File: src/rtl/sync_fifo_buf_if.sv
// Handshake and status bundle for the single-clock FIFO buffer.
// The master side is the producer/consumer; the slave side is the FIFO.
interface sync_fifo_buf_if #(
  parameter int DATASIZE = 8,
  parameter int ADDRSIZE = 4
);
  logic                clr;
  logic                wen;
  logic [DATASIZE-1:0] din;
  logic                ren;
  logic [DATASIZE-1:0] dout;
  logic                dout_valid;
  logic                fifo_full;
  logic                fifo_empty;
  logic                almost_full;
  logic                almost_empty;
  logic [ADDRSIZE:0]   count;
  logic                overflow;
  logic                underflow;

  modport master (
    output clr, wen, din, ren,
    input  dout, dout_valid, fifo_full, fifo_empty,
    input  almost_full, almost_empty, count, overflow, underflow
  );

  modport slave (
    input  clr, wen, din, ren,
    output dout, dout_valid, fifo_full, fifo_empty,
    output almost_full, almost_empty, count, overflow, underflow
  );
endinterface

File: src/rtl/sync_fifo_buf.sv
// Single-clock FIFO with registered read port, occupancy count, threshold
// flags, synchronous flush and sticky overflow/underflow indicators.
module sync_fifo_buf #(
  parameter int DATASIZE  = 8,
  parameter int ADDRSIZE  = 4,
  parameter int AFULL_TH  = (1 << ADDRSIZE) - 2,
  parameter int AEMPTY_TH = 2
) (
  input logic           clk_i,
  input logic           rst_n,
  sync_fifo_buf_if.slave bus
);
  localparam int DEPTH = 1 << ADDRSIZE;
  localparam logic [ADDRSIZE:0] PTR_ONE   = {{ADDRSIZE{1'b0}}, 1'b1};
  localparam logic [ADDRSIZE:0] AFULL_LV  = AFULL_TH[ADDRSIZE:0];
  localparam logic [ADDRSIZE:0] AEMPTY_LV = AEMPTY_TH[ADDRSIZE:0];

  logic [DATASIZE-1:0] mem [DEPTH];
  logic [ADDRSIZE:0]   wr_ptr;
  logic [ADDRSIZE:0]   rd_ptr;
  logic [ADDRSIZE:0]   count;
  logic                full;
  logic                empty;
  logic                wr_acc;
  logic                rd_acc;
  logic [DATASIZE-1:0] dout_q;
  logic                dout_valid_q;
  logic                overflow_q;
  logic                underflow_q;

  // Status is a pure decode of the registered pointers; the wrap bit
  // distinguishes full from empty when the memory indices coincide.
  always_comb begin
    count = wr_ptr - rd_ptr;
    full  = (wr_ptr[ADDRSIZE] != rd_ptr[ADDRSIZE]) &&
            (wr_ptr[ADDRSIZE-1:0] == rd_ptr[ADDRSIZE-1:0]);
    empty = (wr_ptr == rd_ptr);
  end

  // Flush blocks both accesses so memory and dout stay untouched.
  assign wr_acc = bus.wen & ~full  & ~bus.clr;
  assign rd_acc = bus.ren & ~empty & ~bus.clr;

  always_ff @(posedge clk_i) begin
    if (wr_acc) begin
      mem[wr_ptr[ADDRSIZE-1:0]] <= bus.din;
    end
  end

  always_ff @(posedge clk_i or negedge rst_n) begin
    if (!rst_n) begin
      wr_ptr       <= '0;
      rd_ptr       <= '0;
      dout_q       <= '0;
      dout_valid_q <= 1'b0;
      overflow_q   <= 1'b0;
      underflow_q  <= 1'b0;
    end else begin
      dout_valid_q <= rd_acc;
      if (rd_acc) begin
        dout_q <= mem[rd_ptr[ADDRSIZE-1:0]];
      end
      if (bus.clr) begin
        wr_ptr      <= '0;
        rd_ptr      <= '0;
        overflow_q  <= 1'b0;
        underflow_q <= 1'b0;
      end else begin
        if (wr_acc) begin
          wr_ptr <= wr_ptr + PTR_ONE;
        end
        if (rd_acc) begin
          rd_ptr <= rd_ptr + PTR_ONE;
        end
        if (bus.wen && full) begin
          overflow_q <= 1'b1;
        end
        if (bus.ren && empty) begin
          underflow_q <= 1'b1;
        end
      end
    end
  end

  assign bus.dout         = dout_q;
  assign bus.dout_valid   = dout_valid_q;
  assign bus.fifo_full    = full;
  assign bus.fifo_empty   = empty;
  assign bus.almost_full  = (count >= AFULL_LV);
  assign bus.almost_empty = (count <= AEMPTY_LV);
  assign bus.count        = count;
  assign bus.overflow     = overflow_q;
  assign bus.underflow    = underflow_q;
endmodule

File: src/flat_wrapper.sv
// flat-port wrapper written by rule: the top's interface ports become plain ports
module sync_fifo_buf_flat 
#(
  parameter int DATASIZE  = 8,
  parameter int ADDRSIZE  = 4,
  parameter int AFULL_TH  = (1 << ADDRSIZE) - 2,
  parameter int AEMPTY_TH = 2
)
  (clk_i, rst_n, bus_clr, bus_wen, bus_din, bus_ren, bus_dout, bus_dout_valid, bus_fifo_full, bus_fifo_empty, bus_almost_full, bus_almost_empty, bus_count, bus_overflow, bus_underflow);
  sync_fifo_buf_if #(.DATASIZE(DATASIZE), .ADDRSIZE(ADDRSIZE)) bus_i ();
  input logic clk_i;
  input logic rst_n;
  input wire logic [$bits(bus_i.clr)-1:0] bus_clr;
  input wire logic [$bits(bus_i.wen)-1:0] bus_wen;
  input wire logic [$bits(bus_i.din)-1:0] bus_din;
  input wire logic [$bits(bus_i.ren)-1:0] bus_ren;
  output wire logic [$bits(bus_i.dout)-1:0] bus_dout;
  output wire logic [$bits(bus_i.dout_valid)-1:0] bus_dout_valid;
  output wire logic [$bits(bus_i.fifo_full)-1:0] bus_fifo_full;
  output wire logic [$bits(bus_i.fifo_empty)-1:0] bus_fifo_empty;
  output wire logic [$bits(bus_i.almost_full)-1:0] bus_almost_full;
  output wire logic [$bits(bus_i.almost_empty)-1:0] bus_almost_empty;
  output wire logic [$bits(bus_i.count)-1:0] bus_count;
  output wire logic [$bits(bus_i.overflow)-1:0] bus_overflow;
  output wire logic [$bits(bus_i.underflow)-1:0] bus_underflow;
  assign bus_i.clr = bus_clr;
  assign bus_i.wen = bus_wen;
  assign bus_i.din = bus_din;
  assign bus_i.ren = bus_ren;
  assign bus_dout = bus_i.dout;
  assign bus_dout_valid = bus_i.dout_valid;
  assign bus_fifo_full = bus_i.fifo_full;
  assign bus_fifo_empty = bus_i.fifo_empty;
  assign bus_almost_full = bus_i.almost_full;
  assign bus_almost_empty = bus_i.almost_empty;
  assign bus_count = bus_i.count;
  assign bus_overflow = bus_i.overflow;
  assign bus_underflow = bus_i.underflow;
  sync_fifo_buf #(.DATASIZE(DATASIZE), .ADDRSIZE(ADDRSIZE), .AFULL_TH(AFULL_TH), .AEMPTY_TH(AEMPTY_TH)) u_core (.clk_i(clk_i), .rst_n(rst_n), .bus(bus_i));
endmodule
File: config.mk
export PLATFORM = sky130hd
export DESIGN_NAME = sync_fifo_buf_flat
export DESIGN_NICKNAME = d
export VERILOG_FILES = /design/src/rtl/sync_fifo_buf_if.sv /design/src/rtl/sync_fifo_buf.sv /design/src/flat_wrapper.sv
export SDC_FILE = /design/constraint.sdc
export NUM_CORES = 1
export LEC_CHECK = 0
export ABC_AREA = 1
export ABC_CLOCK_PERIOD_IN_PS = 7300
export CAP_MARGIN = 30
export CORE_MARGIN = 2
export CORE_UTILIZATION = 65
export DETAILED_ROUTE_END_ITERATION = 10
export PLACE_DENSITY = 0.83
export SYNTH_ARGS = -nofsm -noshare
export SYNTH_HDL_FRONTEND = slang
export SYNTH_SLANG_ARGS = --single-unit
export TNS_END_PERCENT = 20
File: constraint.sdc
create_clock -name clk_i -period 7.3 [get_ports clk_i]
set_input_delay 2.19 -clock clk_i [delete_from_list [all_inputs] [get_ports clk_i]]
set_output_delay 2.19 -clock clk_i [all_outputs]
set_load 0.01 [all_outputs]
== Word level (Yosys, flattened, before mapping) ==
Memory sizes are Yosys's and may differ from the RTL's. A register that Yosys moved wholly into a read port is not among the register bits.
Index checks and enable logic that the tools add are counted.

* Bits in registers: 13
* Memory bits (writable): 128
* Bits of input ports: 13
* Output and inout bits: 20
* Memories kept: 1

{| class="wikitable"
|+ Memories
! memory !! words !! width !! read ports !! clocked after Yosys merged registers in !! wr ports !! RTL line !! source
|-
| u_core.mem || 16 || 8 || 1 || 1 || 1 || sync_fifo_buf.sv:18 || <nowiki>logic [DATASIZE-1:0] mem [DEPTH];</nowiki>
|}

* Add/subtract/negate cells: 3
* $lt $le $gt $ge: 2
* Equal/unequal tests: 3
* Muxes and demuxes: 10
* Bitwise logic cells: 7
* Reduce and logical (&&, ||, !) cells: 8

{| class="wikitable"
|+ Operators with widths
! operator !! count
|-
| 2-to-1 mux 5 bit || 4
|-
| adder 5 x 1 -> 5 bit, second input constant || 2
|-
| nonzero test 2 bit || 4
|-
| 2-to-1 mux 1 bit || 6
|-
| equality test 5 bit || 1
|-
| greater-or-equal comparator 5 x 4 -> 1 bit, second input constant || 1
|-
| <= comparator 5 x 2 -> 1 bit, second input constant || 1
|-
| subtractor 5 bit || 1
|-
| bitwise AND 1 bit || 4
|-
| equality test 4 bit || 1
|-
| logical AND 1 bit || 3
|-
| NOT 1 bit || 3
|-
| zero test 1 bit || 1
|-
| != test 1 bit || 1
|}

== Longest topological paths before layout ==
* Depth in word-level cells: 7
* Mapped depth: 12
* Depth with buffers taken out: 10

== Worst setup path before layout ==
OpenSTA, ideal clock, no wires.

* Kind: register -> output
* Start: register u_core.rd_ptr[1]
* End: output bus_almost_empty
* Data arrival time: 1,703 ps
* Data required time: 5,110 ps
* Setup slack: 3,407 ps
* Cell stages (with the launch flop): 9
* Path buffers: 2
* Path through: dfrtp_1 buf_4 inv_2 buf_2 fa_1 xor2_1 a21oi_1 nand2_1 nor2_1

* Word-level cells in the longest chain between the ends: 2

{| class="wikitable"
|+ RTL lines
! element !! RTL line !! source
|-
| from (decl) || sync_fifo_buf.sv:20 || <nowiki>logic [ADDRSIZE:0] rd_ptr;</nowiki>
|-
| from (signal assigned) || sync_fifo_buf.sv:73 || <nowiki>rd_ptr <= rd_ptr + PTR_ONE;</nowiki>
|-
| subtractor 5 bit || sync_fifo_buf.sv:34 || <nowiki>count = wr_ptr - rd_ptr;</nowiki>
|-
| via bus_count[2] || flat_wrapper.sv:23 || <nowiki>output wire logic [$bits(bus_i.count)-1:0] bus_count;</nowiki>
|-
| <= comparator 5 x 2 -> 1 bit || sync_fifo_buf.sv:90 || <nowiki>assign bus.almost_empty = (count <= AEMPTY_LV);</nowiki>
|-
| to (decl) || flat_wrapper.sv:22 || <nowiki>output wire logic [$bits(bus_i.almost_empty)-1:0] bus_almost_empty;</nowiki>
|}

The timed path passes the listed nets, and every way through them passes these cells.

== Worst setup path in the final report ==
* Start: register u_core.rd_ptr[2]
* End: output bus_almost_full

* Word-level cells in the longest chain between the ends: 2

{| class="wikitable"
|+ RTL lines
! element !! RTL line !! source
|-
| subtractor 5 bit || sync_fifo_buf.sv:34 ||
|-
| greater-or-equal comparator 5 x 4 -> 1 bit || sync_fifo_buf.sv:89 || <nowiki>assign bus.almost_full = (count >= AFULL_LV);</nowiki>
|-
| to (decl) || flat_wrapper.sv:21 || <nowiki>output wire logic [$bits(bus_i.almost_full)-1:0] bus_almost_full;</nowiki>
|}

No other way between the ends.

==> impl_results.md <==
* Status: finished, final reports clean
* Ports at 33
* Total core area at 9860 um2
* PortBufs at 32
* Cell Pwr Density at 307 nW/um2
* Top_reg_cell synth: edfxtp_1
* Crit path cell chain: clkinv_1 > ha_1 > a21oi_1 > nand2_1 > xor2_1 > nand3_1 > nand2_1 > clkdlybuf4s50_1
* DRT iter0 DRCs at 614
* CTS buffer count at 17
* Synth Cell Area at 6680 um2
* Fin crit share at 74.5%
* Area growth syn-to-layout at 15.1%
* Total setup buffers inserted after CTS at 0
* Register bit count reported by yosys at 149
* Final #Nets at 717
* Worst path max stage delay at 600 ps
* Tot GR Track Use at 29.4%
* Slowest-stage cell, CP: dfrtp_1
* Ys Warns at 0
* Largest net degree at the start of global routing at 68
* HP Class: flip-flop to flip-flop
* Setup violators final at 0
* Synth area leaders: edfxtp_1 58%, nand2_1 13%, dfrtp_1 7.9%
* Asr flop ratio synth at 14.1%
* Placer Congestion at 0.944
* Most frequent CP cell: nand2_1
* Crit path from: u_core.rd_ptr[2]
* GRT overflow at 0
* Fillers at 596
* Hold Buf Count CTS at 0
* Clock-pin slew on the worst setup and hold paths at 70 ps
* Most common cell in the synthesized netlist: nand2_1
* Placed cells at 807
* DRC at 0
* # H-tree levels at 4
* Routed WL per cell at 18.5 um
* Post-synthesis sequential area ratio at 65.5%
* MaxCap Viol Count at 0
* ANT nets after route at 0
* Crit-path max FO at 13
* Area of the multi-input gates at 1790 um2
* Site Rows at 36
* Min-Delay Startpoint: u_core.bus.dout[0]
* First-pass GRT wire length at 24,200 um
* Die X-Extent at 105 um
* Avg Inst Size Synth at 10.1 um2
* Hold Worst Slack at 500 ps
* CTS root buf: clkbuf_8
* Setup WS pre-CTS at 2480 ps
* WHS Path Cells at 2
* R2R Path Start: u_core.rd_ptr[2]
* Cells after Synth at 662
* Maximum buffer depth of the clock tree at 2
* Layout cell share with drive strength beyond 1 at 6.22%
* Post-Syn Nets at 685
* Synth top area share at 57.6%
* EDFF count, synth at 128
* Final TNS setup at 0 ps
* Initial antenna violation count at 0
* WP data required at 5110 ps
* Reg2Reg Depth at 9
* Initial DRT Pass Iterations at 5
* Vias in the first global route at 4,567
* Cell Count, Final, Fillers Out at 840
* Slew at the pin closest to its max-slew limit at 1070 ps
* N_diodes at 0
* Peak VDD IR at 0.347 mV
* Crit end category: primary output
* Fmax at 184 MHz
* Final Hold Vio Count at 0
* Yosys cell types at 28
* Worst setup margin at 1860 ps
* Synth area leader: edfxtp_1
* Slew HR at 27.8%
* DR vias/cell at 5.65
* Sink Count at 149
* DRT Wirelength at 15,600 um
* Reg area at 4370 um2
* Starting density of the core at 67.7%
* # resized after CTS at 0
* WP data arrival at 3250 ps
* CTS tree: done
* LEAKAGE at 0.00330 uW
* RSZ-0062 raised after global routing: no
* Minimum clock period at 5440 ps
* Die H at 105 um
* Clock skew at 10.5 ps
* Worst Setup Path Type: flip-flop to primary output
* Insertion delay to the later sink of the worst-skew pair at 540 ps
* Commonest cells in the netlist: 232 x nand2_1, 128 x edfxtp_1, 91 x inv_1, 89 x nand3_1, 23 x nor2_1
* Detail Placement HPWL at 9640 um
* Fin. max-slew vios at 0
* Via count at 4,747
* CP Launch Type: flip-flop
* Area of the die at 11,100 um2
stage by stage:
stage	utilization, %	total power (uW)	cell area (um2)
final	77.9	2360	7680
after global routing	77.9	2450	7680
after CTS	77.8	2360	7680
after detailed placement	71.5	1440	7050
after global placement	71.2	1420	7020
after floorplan	-	1270	6680
metal layers:
layer  routed length, um  up-vias  global-route usage [%]
met3                1730       43                    7.11
met1                6040     2217                    41.2
met2                7410      282                    45.3
li1                    -     2205                       -
met5                   0        -                       0
met4                 373        0                    10.7
registers in the layout, summed over array words and instances, names as in the netlist:
name,count
u_core.bus.dout,8
u_core.bus.dout_valid,1
u_core.bus.overflow,1
u_core.bus.underflow,1
u_core.mem,128
u_core.rd_ptr,5
u_core.wr_ptr,5
logic make-up (layout without fill, tap and decap cells):
logic type      count (synthesis)  in the layout  synth area share, %
flops                         149            149                 65.5
buf+inv                       121            166                 7.78
fa+ha+maj                      10             10                 1.99
xor+xnor                        7              7                0.918
compound gates                 19             19                 1.52
simple gates                  356            356                 22.3
report_power, final:
group / leakage [uW] / internal, uW / switching [uW]
combinational: 0.00158 / 172 / 289
sequential: 0.00142 / 957 / 17.4
clock: 0.000301 / 589 / 337
total: 0.00330 / 1720 / 643
final cells by class:
class	instances	share of cell area, %
clock inverters	13	2.67
flip-flops and latches	149	56.9
inverters	97	4.74
clock buffers	19	5.49
multi-input cells	392	23.2
repair buffers	37	4.82
well taps	133	2.17
worst paths after layout:
path / endpoint / slack, ps
setup / recovery: bus_almost_full / 1860
hold / removal: u_core.bus.dout[0] / 500
setup reg to reg: u_core.mem[7][7] / 3920
hold reg to reg: u_core.bus.dout[0] / 500
max in group asynchronous: u_core.rd_ptr[0] / 4450
min in group asynchronous: u_core.bus.dout[4] / 2190
cell usage in the layout (no fill, tap or decap), drive strengths merged, types with 2 or more instances in the layout:
cell / count
nand2: 235
edfxtp: 128
inv: 96
nand3: 90
clkdlybuf4s50: 32
nor2: 24
dfrtp: 21
clkbuf: 20
ha: 9
a21oi: 9
o21ai: 9
clkinv: 8
nor3: 6
xor2: 5
bufinv: 5
buf: 4
xnor2: 2
worst max-delay path: cells and delay by family, from the launching register on:
| family | cells | cell delay [ps] |
|---|---|---|
| xor+xnor | 1 | 240 |
| simple gates | 3 | 260 |
| compound gates | 1 | 170 |
| fa+ha+maj | 1 | 480 |
| flops | 1 | 600 |
| buf+inv | 2 | 950 |
Note: power is estimated with default switching activity, not from simulation.
